## config.mk

```make
export PLATFORM = sky130hd
export DESIGN_NAME = shift_sequencer
export DESIGN_NICKNAME = d
export VERILOG_FILES = /design/src/rtl/shift_sequencer_pkg.sv /design/src/rtl/shift_sequencer.sv
export SDC_FILE = /design/constraint.sdc
export NUM_CORES = 1
export LEC_CHECK = 0
export ABC_AREA = 1
export CAP_MARGIN = 20
export CORE_MARGIN = 10
export CORE_UTILIZATION = 40
export CTS_CLUSTER_SIZE = 8
export DETAILED_ROUTE_END_ITERATION = 10
export PLACE_DENSITY_LB_ADDON = 0.3
export SETUP_SLACK_MARGIN = 0.1
export SKIP_LAST_GASP = 1
export SYNTH_ARGS = -nofsm -noshare
export SYNTH_HDL_FRONTEND = slang
export SYNTH_SLANG_ARGS = --single-unit
```

## constraint.sdc

```tcl
create_clock -name clk -period 2.5 [get_ports clk]
set_input_delay 0.75 -clock clk [delete_from_list [all_inputs] [get_ports clk]]
set_output_delay 0.75 -clock clk [all_outputs]
set_load 0.01 [all_outputs]
```

## src/rtl/shift_sequencer_pkg.sv

```systemverilog
// ============================================================================
// Module  : shift_sequencer_pkg
// Brief   : Shared microcode ALU opcode encoding used by the shift sequencer.
// Revision: 1.0 - initial release
// ============================================================================
`default_nettype none

package shift_sequencer_pkg;

    localparam int MC_ALUOp_t_BITS = 4;

    typedef enum logic [MC_ALUOp_t_BITS-1:0] {
        ALUOp_SELA = 4'd0,
        ALUOp_SHL  = 4'd1,
        ALUOp_SHR  = 4'd2,
        ALUOp_SAR  = 4'd3,
        ALUOp_ROL  = 4'd4,
        ALUOp_ROR  = 4'd5,
        ALUOp_RCL  = 4'd6,
        ALUOp_RCR  = 4'd7
    } MC_ALUOp_t;

    // Each ALU pass shifts/rotates by exactly one position.
    localparam logic [15:0] c_SHIFT_STEP = 16'd1;

endpackage

`default_nettype wire

```

## src/rtl/shift_sequencer.sv

```systemverilog
// ============================================================================
// Module  : shift_sequencer
// Brief   : Iterates a single-bit shift/rotate on the shared ALU 'count' times.
//           Define SHIFT_COUNT_MASK_EN to limit the count to its low 5 bits.
// Revision: 1.0 - initial release
// ============================================================================
`default_nettype none

module shift_sequencer
    import shift_sequencer_pkg::*;
(
    input  logic                       clk,
    input  logic                       reset_n,
    input  logic                       start,
    input  logic [MC_ALUOp_t_BITS-1:0] op,
    input  logic                       is_8_bit,
    input  logic [15:0]                value,
    input  logic [7:0]                 count,
    input  logic [15:0]                flags_in,
    input  logic                       flush,
    output logic [15:0]                alu_a,
    output logic [15:0]                alu_b,
    output logic [MC_ALUOp_t_BITS-1:0] alu_op,
    output logic                       alu_is_8_bit,
    output logic [15:0]                alu_flags_in,
    input  logic [15:0]                alu_out,
    input  logic [15:0]                alu_flags_out,
    output logic                       busy,
    output logic                       done,
    output logic [15:0]                result,
    output logic [15:0]                flags_out
);

    typedef enum logic [1:0] {
        S_IDLE = 2'd0,
        S_RUN  = 2'd1,
        S_DONE = 2'd2
    } state_t;

`ifdef SHIFT_COUNT_MASK_EN
    localparam logic [7:0] c_COUNT_MASK = 8'h1F;
`else
    localparam logic [7:0] c_COUNT_MASK = 8'hFF;
`endif

    state_t                     r_state;
    state_t                     w_next_state;
    logic [15:0]                r_value;
    logic [15:0]                r_flags;
    logic [MC_ALUOp_t_BITS-1:0] r_op;
    logic                       r_is_8_bit;
    logic [7:0]                 r_remaining;
    logic [15:0]                r_result;
    logic [15:0]                r_flags_out;
    logic [7:0]                 w_eff_count;

    assign w_eff_count = count & c_COUNT_MASK;

    always_ff @(posedge clk) begin
        if (!reset_n) begin
            r_state <= S_IDLE;
        end else begin
            r_state <= w_next_state;
        end
    end

    always_comb begin
        w_next_state = r_state;
        case (r_state)
            S_IDLE: begin
                if (start) begin
                    w_next_state = (w_eff_count != 8'd0) ? S_RUN : S_DONE;
                end
            end
            S_RUN: begin
                if (r_remaining == 8'd1) begin
                    w_next_state = S_DONE;
                end
            end
            S_DONE:  w_next_state = S_IDLE;
            default: w_next_state = S_IDLE;
        endcase
        // Flush overrides any progression, including a start seen in IDLE.
        if (flush) begin
            w_next_state = S_IDLE;
        end
    end

    always_ff @(posedge clk) begin
        if (!reset_n) begin
            r_value     <= 16'd0;
            r_flags     <= 16'd0;
            r_op        <= ALUOp_SELA;
            r_is_8_bit  <= 1'b0;
            r_remaining <= 8'd0;
            r_result    <= 16'd0;
            r_flags_out <= 16'd0;
        end else if (!flush) begin
            case (r_state)
                S_IDLE: begin
                    if (start) begin
                        r_value     <= value;
                        r_flags     <= flags_in;
                        r_op        <= op;
                        r_is_8_bit  <= is_8_bit;
                        r_remaining <= w_eff_count;
                        if (w_eff_count == 8'd0) begin
                            r_result    <= value;
                            r_flags_out <= flags_in;
                        end
                    end
                end
                S_RUN: begin
                    r_value     <= alu_out;
                    r_flags     <= alu_flags_out;
                    r_remaining <= r_remaining - 8'd1;
                    // Results are published on the last pass so they are visible in DONE.
                    if (r_remaining == 8'd1) begin
                        r_result    <= alu_out;
                        r_flags_out <= alu_flags_out;
                    end
                end
                default: ;
            endcase
        end
    end

    always_comb begin
        alu_a        = 16'd0;
        alu_b        = 16'd0;
        alu_op       = ALUOp_SELA;
        alu_is_8_bit = 1'b0;
        alu_flags_in = 16'd0;
        if (r_state == S_RUN) begin
            alu_a        = r_value;
            alu_b        = c_SHIFT_STEP;
            alu_op       = r_op;
            alu_is_8_bit = r_is_8_bit;
            alu_flags_in = r_flags;
        end
    end

    assign busy      = (r_state != S_IDLE);
    assign done      = (r_state == S_DONE);
    assign result    = r_result;
    assign flags_out = r_flags_out;

endmodule

`default_nettype wire

```

==> flow_summary_export.csv <==
group,metric,value,unit
detailed_routing,via_per_inst,4.50,
die,core-area,0.0103,mm2
detailed_routing,vias,4249,
detailed_routing,dr.pass1.iters,4,
final_layout,nNetsFinal,886,
sta,rsz0062_at_grt,"no",
yosys,yosys_warnings,0,
cts,clockBufferDepth,2,
cts,cts_buffers,9,
global_routing,grt_usage,16.2,%
yosys,yosysSeqAreaShare,37.6,%
cts,clk_pin_slew_worst_paths,90,ps
cts,postCtsHoldBufs,0,
setup_path,cp-start-kind,"register",
placed_design,port_buffers,152,
final_layout,layout_commonest_cell,"inv_1",
sta,drv_slew,0,
setup_path,crit_fanout,31,
yosys,ys_ff_latch,79,
global_routing,grt_max_degree,58,
placed_design,pre_cts_ws,160,ps
detailed_routing,drtAntennaViolNets,0,
cts,cts_tree,"done",
yosys,syn_area,0.00420,mm2
yosys,synth_area_leaders,"dfxtp_1, inv_1, nand2_1",
detailed_routing,dr.first_iter.drc_count,219,
global_routing,grt_pass1_wl,19700,um
sta,setup-tns-final,0,ps
placed_design,hpwl,9490,um
final_layout,design_area,0.00604,mm2
yosys,yosysUniqueCellTypes,22,
final_layout,final_core_util,58.8,%
sta,setup_viol,0,
power_and_ir_drop,powerDensity,519,mW/mm2
yosys,yosys.area.top_type_share,37.6,%
cts,cts.sinks,79,
die,row_count,37,
cts,clockRootBuffer,"clkbuf_8",
final_layout,fill_cells,1013,
sta,fin_skew,11.2,ps
detailed_routing,drcViolationCount,0,
yosys,synth_top_area_cell,"dfxtp_1",
setup_path,crit_required,1750,ps
power_and_ir_drop,p_leak,2.90,nW
placed_design,dp_cells,928,
sta,whs,464,ps
placed_design,placed_area,0.00582,mm2
yosys,synthCells,668,
yosys,post_synth.cell_area_avg,6.29,um2
hold_path,min_path_type,"reg -> reg",
power_and_ir_drop,finalPower,3.14,mW
sta,fin_crit,2300,ps
setup_path,path_class,"reg -> out",
power_and_ir_drop,peakVddDrop,0.348,mV
sta,finalHoldViolations,0,
global_routing,grt_pass1_vias,3975,
setup_path,critPathCaptureType,"primary output",
final_layout,syn_to_final_growth,43.9,%
sta,fmax,0.436,GHz
die,start_util,40.9,%
final_layout,mostFrequentLayoutCells,"inv_1, nand2_1, clkdlybuf4s50_1",
global_routing,overflow,0,
die,die_h,122,um
final_layout,drive_above_1_share,4.95,%
global_routing,antenna_found_initial,0,
die,die_area,0.0150,mm2
detailed_routing,wire_per_inst,13.2,um
detailed_routing,wl,12400,um
outcome,status,"finished, final reports clean",
cts,post_cts_buffers,0,
cts,htreeDepth,3,
setup_path,cp.arrival,1550,ps
die,ios,168,
job,maxCapViolations,0,
die,die_w,122,um
sta,min_period_over_period,91.8,%
placed_design,place.gp.congestion,0.845,
cts,clk-insertion-delay-late,350,ps
final_layout,num_antenna_cells,0,
sta,setup_ws,205,ps
final_layout,final_cells,944,
## registers in the layout, indices dropped and copies added (netlist names)
| register | cells |
|---|---|
| r_value | 16 |
| r_remaining | 8 |
| result | 16 |
| r_op | 4 |
| r_flags | 16 |
| flags_out | 16 |
| r_state | 2 |
| r_is_8_bit | 1 |
## metal layers
metal  vias to the layer above  wire [um]  track usage [%]  part of all wire (%)
li1                       2284          -                -                     -
met1                      1844       5360             18.9                    43
met2                       108       5920             27.0                    48
met3                        13        950             5.23                   7.7
met4                         0        191             6.19                   1.5
met5                         -          0                0                     0
## worst paths after layout
check                                       end  cells past startpoint       start  slack (ps)
worst max-delay path            alu_flags_in[3]                      5  r_state[1]         200
worst max register to register     flags_out[7]                      8  r_state[1]         830
worst min-delay path                    r_op[3]                      2     r_op[3]         460
worst min register to register          r_op[3]                      2     r_op[3]         460
## power breakdown
| group | internal, mW | leakage (nW) | switching (mW) | total (mW) |
|---|---|---|---|---|
| registers | 1.33 | 0.648 | 0.0412 | 1.37 |
| clock network | 0.687 | 0.122 | 0.481 | 1.17 |
| logic | 0.277 | 2.13 | 0.317 | 0.595 |
## area by class of cell
class / count / area (um2) / share of cell area [%]
clock buffers: 10 / 138 / 2.28
multi-input cells: 398 / 1830 / 30.3
clock inverters: 6 / 108 / 1.78
flip-flops and latches: 79 / 1580 / 26.2
repair buffers: 165 / 1640 / 27.1
well taps: 136 / 170 / 2.82
inverters: 150 / 571 / 9.44
## critical path, cell delays in order (launching register included)
cell,delay [ps]
dfxtp_2,350
inv_2,120
nand2_8,120
buf_12,190
nor2_1,110
dlygate4sd2_1,290
## synthesized netlist by cell type, drive strengths merged
cell type,n
inv,150
nand2,118
nor2,91
o21ai,80
dfxtp,79
a21oi,45
buf,37
nand4,35
clkbuf,18
nand3,6
a211oi,4
ha,2
conb,1
nor3,1
o211ai,1
## cells by family after synthesis
logic type / synth area share [%]
buf+inv: 20.3
simple gates: 25.3
fa+ha+maj: 0.595
other cells: 0.0893
flops: 37.6
compound gates: 16.1
## repair_timing
item,4_1_cts,5_1_grt
gates resized for setup,37,9
endpoints found under the setup margin,38,31
endpoints found under the hold margin,0,0
Note: power is estimated with default switching activity, not from simulation.
